===== src/rtl/sm_timebase_divider_if.sv =====
// Bus bundle for sm_timebase_divider: CPU-side controls in, time-base status out.
// Preset ports exist only when SM_DIVIDER_PRESET_EN is defined.
interface sm_timebase_divider_if #(
  parameter int DIV_WIDTH  = 15,
  parameter int NUM_TAPS   = 4,
  parameter int PEND_WIDTH = 2
);
  logic                  clk_en;
  logic [3:0]            cpu_id;
  logic                  reset_gamma;
  logic                  reset_divider;
  logic                  wrap_ack;
`ifdef SM_DIVIDER_PRESET_EN
  logic                  preset_valid;
  logic [DIV_WIDTH-1:0]  preset_value;
`endif
  logic                  gamma;
  logic                  wrap_tick;
  logic [PEND_WIDTH-1:0] wrap_pending;
  logic [NUM_TAPS-1:0]   tap_level;
  logic [NUM_TAPS-1:0]   tap_rise;
  logic [DIV_WIDTH-1:0]  count;

  modport master (
    output clk_en, cpu_id, reset_gamma, reset_divider, wrap_ack,
`ifdef SM_DIVIDER_PRESET_EN
    output preset_valid, preset_value,
`endif
    input  gamma, wrap_tick, wrap_pending, tap_level, tap_rise, count
  );

  modport slave (
    input  clk_en, cpu_id, reset_gamma, reset_divider, wrap_ack,
`ifdef SM_DIVIDER_PRESET_EN
    input  preset_valid, preset_value,
`endif
    output gamma, wrap_tick, wrap_pending, tap_level, tap_rise, count
  );
endinterface


===== src/rtl/sm_timebase_divider.sv =====
// SM5xx free-running time base: prescaler, level/edge taps, wrap tick, gamma flag and
// saturating pending-wrap count. Define SM_DIVIDER_PRESET_EN to add the preset load port.
module sm_timebase_divider #(
  parameter int                      DIV_WIDTH       = 15,
  parameter int                      NUM_TAPS        = 4,
  parameter logic [4*NUM_TAPS-1:0]   TAP_BITS        = {4'd14, 4'd11, 4'd10, 4'd4},
  parameter int                      DIV_RELOAD      = 2,
  parameter logic [15:0]             GAMMA_INIT_MASK = 16'h0010,
  parameter int                      PEND_WIDTH      = 2
) (
  input  logic                 clk,
  input  logic                 reset,
  sm_timebase_divider_if.slave bus
);

  logic [DIV_WIDTH-1:0]  count_q, count_nx, count_inc;
  logic                  gamma_q, gamma_nx;
  logic                  wrap_q, wrap;
  logic [NUM_TAPS-1:0]   rise_q, rise_nx, level;
  logic [PEND_WIDTH-1:0] pend_q, pend_nx;
  logic                  load_preset;
  logic                  inc;
  logic [3:0]            tap_idx;
  logic [DIV_WIDTH-1:0]  cur_sh, inc_sh;

`ifdef SM_DIVIDER_PRESET_EN
  assign load_preset = bus.preset_valid;
`else
  assign load_preset = 1'b0;
`endif

  always_comb begin
    count_inc = count_q + DIV_WIDTH'(1);
    inc       = bus.clk_en && !bus.reset_divider && !load_preset;
    wrap      = inc && (count_q == '1);
    rise_nx   = '0;
    level     = '0;
    tap_idx   = '0;
    cur_sh    = '0;
    inc_sh    = '0;
    // Shift instead of indexing so the tap index width need not match DIV_WIDTH.
    for (int unsigned i = 0; i < NUM_TAPS; i++) begin
      tap_idx    = TAP_BITS[4*i +: 4];
      cur_sh     = count_q >> tap_idx;
      inc_sh     = count_inc >> tap_idx;
      level[i]   = cur_sh[0];
      rise_nx[i] = inc && !cur_sh[0] && inc_sh[0];
    end
  end

  always_comb begin
    count_nx = count_q;
`ifdef SM_DIVIDER_PRESET_EN
    if (load_preset)
      count_nx = bus.preset_value;
    else
`endif
    if (bus.clk_en)
      count_nx = bus.reset_divider ? DIV_WIDTH'(DIV_RELOAD) : count_inc;

    gamma_nx = gamma_q;
    if (bus.clk_en && bus.reset_gamma)
      gamma_nx = 1'b0;
    if (wrap)
      gamma_nx = 1'b1;

    pend_nx = pend_q;
    if (wrap && !bus.wrap_ack) begin
      if (pend_q != '1)
        pend_nx = pend_q + PEND_WIDTH'(1);
    end else if (!wrap && bus.wrap_ack) begin
      if (pend_q != '0)
        pend_nx = pend_q - PEND_WIDTH'(1);
    end
  end

  always_ff @(posedge clk) begin
    if (reset) begin
      count_q <= '0;
      gamma_q <= GAMMA_INIT_MASK[bus.cpu_id];
      wrap_q  <= 1'b0;
      rise_q  <= '0;
      pend_q  <= '0;
    end else begin
      count_q <= count_nx;
      gamma_q <= gamma_nx;
      wrap_q  <= wrap;
      rise_q  <= rise_nx;
      pend_q  <= pend_nx;
    end
  end

  assign bus.count        = count_q;
  assign bus.gamma        = gamma_q;
  assign bus.wrap_tick    = wrap_q;
  assign bus.tap_rise     = rise_q;
  assign bus.wrap_pending = pend_q;
  assign bus.tap_level    = level;

endmodule


===== src/flat_wrapper.sv =====
// flat-port wrapper written by rule: the top's interface ports become plain ports
module sm_timebase_divider_flat 
#(
  parameter int                      DIV_WIDTH       = 15,
  parameter int                      NUM_TAPS        = 4,
  parameter logic [4*NUM_TAPS-1:0]   TAP_BITS        = {4'd14, 4'd11, 4'd10, 4'd4},
  parameter int                      DIV_RELOAD      = 2,
  parameter logic [15:0]             GAMMA_INIT_MASK = 16'h0010,
  parameter int                      PEND_WIDTH      = 2
)
  (clk, reset, bus_clk_en, bus_cpu_id, bus_reset_gamma, bus_reset_divider, bus_wrap_ack, bus_gamma, bus_wrap_tick, bus_wrap_pending, bus_tap_level, bus_tap_rise, bus_count);
  sm_timebase_divider_if #(.DIV_WIDTH(DIV_WIDTH), .NUM_TAPS(NUM_TAPS), .PEND_WIDTH(PEND_WIDTH)) bus_i ();
  input  logic clk;
  input  logic reset;
  input wire logic [$bits(bus_i.clk_en)-1:0] bus_clk_en;
  input wire logic [$bits(bus_i.cpu_id)-1:0] bus_cpu_id;
  input wire logic [$bits(bus_i.reset_gamma)-1:0] bus_reset_gamma;
  input wire logic [$bits(bus_i.reset_divider)-1:0] bus_reset_divider;
  input wire logic [$bits(bus_i.wrap_ack)-1:0] bus_wrap_ack;
  output wire logic [$bits(bus_i.gamma)-1:0] bus_gamma;
  output wire logic [$bits(bus_i.wrap_tick)-1:0] bus_wrap_tick;
  output wire logic [$bits(bus_i.wrap_pending)-1:0] bus_wrap_pending;
  output wire logic [$bits(bus_i.tap_level)-1:0] bus_tap_level;
  output wire logic [$bits(bus_i.tap_rise)-1:0] bus_tap_rise;
  output wire logic [$bits(bus_i.count)-1:0] bus_count;
  assign bus_i.clk_en = bus_clk_en;
  assign bus_i.cpu_id = bus_cpu_id;
  assign bus_i.reset_gamma = bus_reset_gamma;
  assign bus_i.reset_divider = bus_reset_divider;
  assign bus_i.wrap_ack = bus_wrap_ack;
  assign bus_gamma = bus_i.gamma;
  assign bus_wrap_tick = bus_i.wrap_tick;
  assign bus_wrap_pending = bus_i.wrap_pending;
  assign bus_tap_level = bus_i.tap_level;
  assign bus_tap_rise = bus_i.tap_rise;
  assign bus_count = bus_i.count;
  sm_timebase_divider #(.DIV_WIDTH(DIV_WIDTH), .NUM_TAPS(NUM_TAPS), .TAP_BITS(TAP_BITS), .DIV_RELOAD(DIV_RELOAD), .GAMMA_INIT_MASK(GAMMA_INIT_MASK), .PEND_WIDTH(PEND_WIDTH)) u_core (.clk(clk), .reset(reset), .bus(bus_i));
endmodule

===== config.mk =====
export PLATFORM = sky130hd
export DESIGN_NAME = sm_timebase_divider_flat
export DESIGN_NICKNAME = d
export VERILOG_FILES = /design/src/rtl/sm_timebase_divider_if.sv /design/src/rtl/sm_timebase_divider.sv /design/src/flat_wrapper.sv
export SDC_FILE = /design/constraint.sdc
export NUM_CORES = 1
export LEC_CHECK = 0
export ABC_AREA = 1
export BUFFER_PORTS_ARGS = -buffer_cell sky130_fd_sc_hd__buf_2
export CAP_MARGIN = 25
export CORE_ASPECT_RATIO = 1.1
export CORE_MARGIN = 2
export CORE_UTILIZATION = 45
export CTS_BUF_LIST = sky130_fd_sc_hd__clkbuf_8
export DETAILED_ROUTE_END_ITERATION = 10
export GPL_TIMING_DRIVEN = 1
export HOLD_SLACK_MARGIN = 0.12
export PLACE_DENSITY_LB_ADDON = 0.25
export SLEW_MARGIN = 10
export SYNTH_ARGS = -nofsm -noshare
export SYNTH_HDL_FRONTEND = slang
export SYNTH_SLANG_ARGS = --single-unit

===== constraint.sdc =====
create_clock -name clk -period 1.61 [get_ports clk]
set_clock_uncertainty 0.15 [all_clocks]
set_input_delay 0.322 -clock clk [delete_from_list [all_inputs] [get_ports clk]]
set_output_delay 0.322 -clock clk [all_outputs]
set_load 0.1 [all_outputs]

==> results.yml <==
setup_path:
  slowest_delay_ns: 0.43
  r2r_start: "u_core.bus.count[1]$_SDFFE_PP0P_"
  rr_worst_depth: 9
  path_max_fanout: 7
  crit_buf_inv: 1
  endpoint_kind: "output port"
  crit_required_ns: 1.14
  path_cells: "buf_2"
  critPathArrivalTime_ns: 1.07
  path_delay_family: "buffers and inverters"
  path_class: "reg2out"
  r2r_end: "u_core.bus.count[14]$_SDFFE_PP0P_"
  rrSetupSlack_ns: 0.10
  critPathSlowestCell: "buf_2"
  crit_path_start_kind: "register"
timing:
  rsz0062_at_grt: "yes"
  maxSlewViolCount: 0
  max_slew_margin: 0.675
  min_period_over_period: 0.959
  setup_viol: 0
  tightest_slew_ns: 0.490
  fmax_mhz: 647
  hold_viol_final: 0
  setup_ws_ns: 0.0656
  period_needed_ns: 1.54
logic_synthesis:
  synthesis.instances: 143
  synth_area_per_cell_um2: 8.08
  synth_area_leader_cell: "dfxtp_1"
  syn_nets: 154
  synth_area_um2: 1160
  synthDistinctLibCells: 36
  synth_edf_count: 1
  synth_most_common_cell: "nand2_1"
  ys_async_sr_fraction: 0
  synthTopCellsByCount: "23 x nand2_1, 22 x dfxtp_1, 15 x inv_1, 15 x nor2_1, 8 x a21oi_1"
  synth_area_leaders: "dfxtp_1 38%, nand2_1 7.5%, inv_1 4.9%, nor2_1 4.9%, a21oi_1 3.5%"
  ys_seq_area_frac: 0.407
  yosysWarnings: 0
  synth_top_area_share: 0.381
  ys_ff_latch: 23
  synth_ff_type: "dfxtp_1"
power_and_ir_drop:
  power_w: 0.00103
  leakage_nw: 0.665
  power_density_nw_per_um2: 701
  ir_drop_mv: 0.402
worst_hold_path:
  hold_start: "bus_reset_gamma"
  min_to: "u_core.bus.gamma$_DFFE_PP_"
  worstHoldPathType: "in2reg"
  hold_depth: 3
floorplan:
  ios: 37
  dieWidth_um: 52.3
  die_h_um: 57.2
  dieArea_um2: 2990
  rows: 19
  coreArea_um2: 2470
  initial_core_util: 0.468
routing:
  vias_per_cell: 5.16
  final_antenna_net_count: 0
  dr_wl_met2_um: 1340
  drt-met1-wl_um: 1130
  highest_layer: "met4"
  drc_errors: 0
  drt_iter0_markers: 29
  drt_first_pass_iters: 4
  wl_per_cell_um: 12.7
  drt_wl_total_um: 2690
  wl_met3_um: 181
  vias: 1088
place:
  hpwl_um: 2110
  port_buffers: 36
  gp_congestion: 0.854
  dp_slack_ns: 0.117
cts:
  cts_root_buf: "clkbuf_8"
  htree_levels: 1
  cts_tree: "done"
  clock_path_buffers: 2
  insertion_delay_ns: 0.26
  clk_pin_slew_worst_paths_ns: 0.08
  cts_buffers: 3
  clock-sinks: 23
  cts_resized: 0
layout:
  antenna_cells: 0
  fin_util: 0.594
  fin_nets: 192
  drive_gt1_frac: 0.450
  syn_to_final_growth_pct: 27.1
  filler_cell_count: 233
global_route:
  grt_pass1_vias: 1014
  gr-total-overflow: 0
  antenna_found_initial: 0
  grt_max_degree: 15
  grtUsageTotal: 0.198
  grt_pass1_wl_um: 4510
flow_run:
  drv_cap: 0
status:
  status: "finished, final reports clean"
## kinds of logic after synthesis
kind of cell             Yosys count  synth area share
flip-flops                        23             0.407
AND/OR/NAND/NOR                   72             0.346
XOR/XNOR                           2            0.0152
adder cells (fa/ha/maj)            1            0.0108
AO/OA/AOI/OAI                     22             0.122
buffers and inverters             23            0.0985
## state kept, by name (all words and copies together), names as in the netlist
| name | flops |
|---|---|
| u_core.bus.wrap_tick | 1 |
| u_core.bus.wrap_pending | 2 |
| u_core.bus.tap_rise | 4 |
| u_core.bus.count | 15 |
| u_core.bus.gamma | 1 |
## worst reg2reg max path: stages (launching register included)
cell     delay (ns)
dfxtp_4        0.38
ha_4           0.14
inv_1          0.05
nor2_2         0.12
nand2_2        0.10
nor2_2         0.16
nand3_1        0.09
nand2_1        0.08
nand2_2        0.07
a21oi_2        0.12
## worst max-delay path by stage
stage | slack (ns) | end | cells after the start | start
floorplan | 0.004 | u_core.bus.gamma$_DFFE_PP_ | 7 | u_core.bus.count[0]$_SDFFE_PP0P_
detailed placement | 0.12 | u_core.bus.count[14]$_SDFFE_PP0P_ | 9 | u_core.bus.count[1]$_SDFFE_PP0P_
global placement | 0.15 | u_core.bus.gamma$_DFFE_PP_ | 7 | bus_clk_en
global route | -0.0009 | u_core.bus.wrap_pending[0]$_SDFFE_PP0P_ | 10 | u_core.bus.count[1]$_SDFFE_PP0P_
finish | 0.07 | bus_tap_level[1] | 1 | u_core.bus.count[10]$_SDFFE_PP0P_
CTS | 0.06 | bus_tap_level[1] | 1 | u_core.bus.count[10]$_SDFFE_PP0P_
## power breakdown
group          total (W)  internal (W)  leakage [nW]  switching (W)
registers       0.000564      0.000556         0.201     0.00000725
clock network   0.000344      0.000170        0.0269       0.000174
logic           0.000123     0.0000321         0.438      0.0000904
total            0.00103      0.000758         0.665       0.000272
## layout by cell type (no fill, tap or decap), types with 4 or more instances in the layout
cell	count
dfxtp_4	15
buf_2	36
inv_1	16
o21ai_0	4
nand3_1	6
dfxtp_1	5
nor2_1	15
nand2_1	23
a21oi_1	8
nand4_1	6
## metrics by stage
step	cell area, um2	setup TNS (ns)	cells	hold WS [ns]
5_1_grt	1470	-0.000938	211	0.262
2_1_floorplan	1230	0	143	0.340
6_report	1470	0	211	0.232
3_5_place_dp	1420	0	207	0.288
3_3_place_gp	1420	0	207	0.283
4_1_cts	1470	0	211	0.230
## layer usage
layer / vias up / track usage
met1: 497 / 0.252
met5: - / 0
met3: 5 / 0.0314
met4: 0 / 0.0696
met2: 40 / 0.336
li1: 546 / -
## layout make-up
class	instances	area, um2	share of cell area
multi-input combinational	97	584	0.398
clock inverter	1	3.75	0.00256
timing repair buffer	39	203	0.138
tap	31	38.8	0.0264
clock buffer	3	41.3	0.0281
sequential	23	529	0.360
inverter	17	68.8	0.0468
## repair_timing
item / CTS / global route
setup endpoints to repair: 0 / 1
hold buffers: 0 / 0
setup buffers: 0 / 0
No activity file was read; power rests on OpenSTA's default activity.
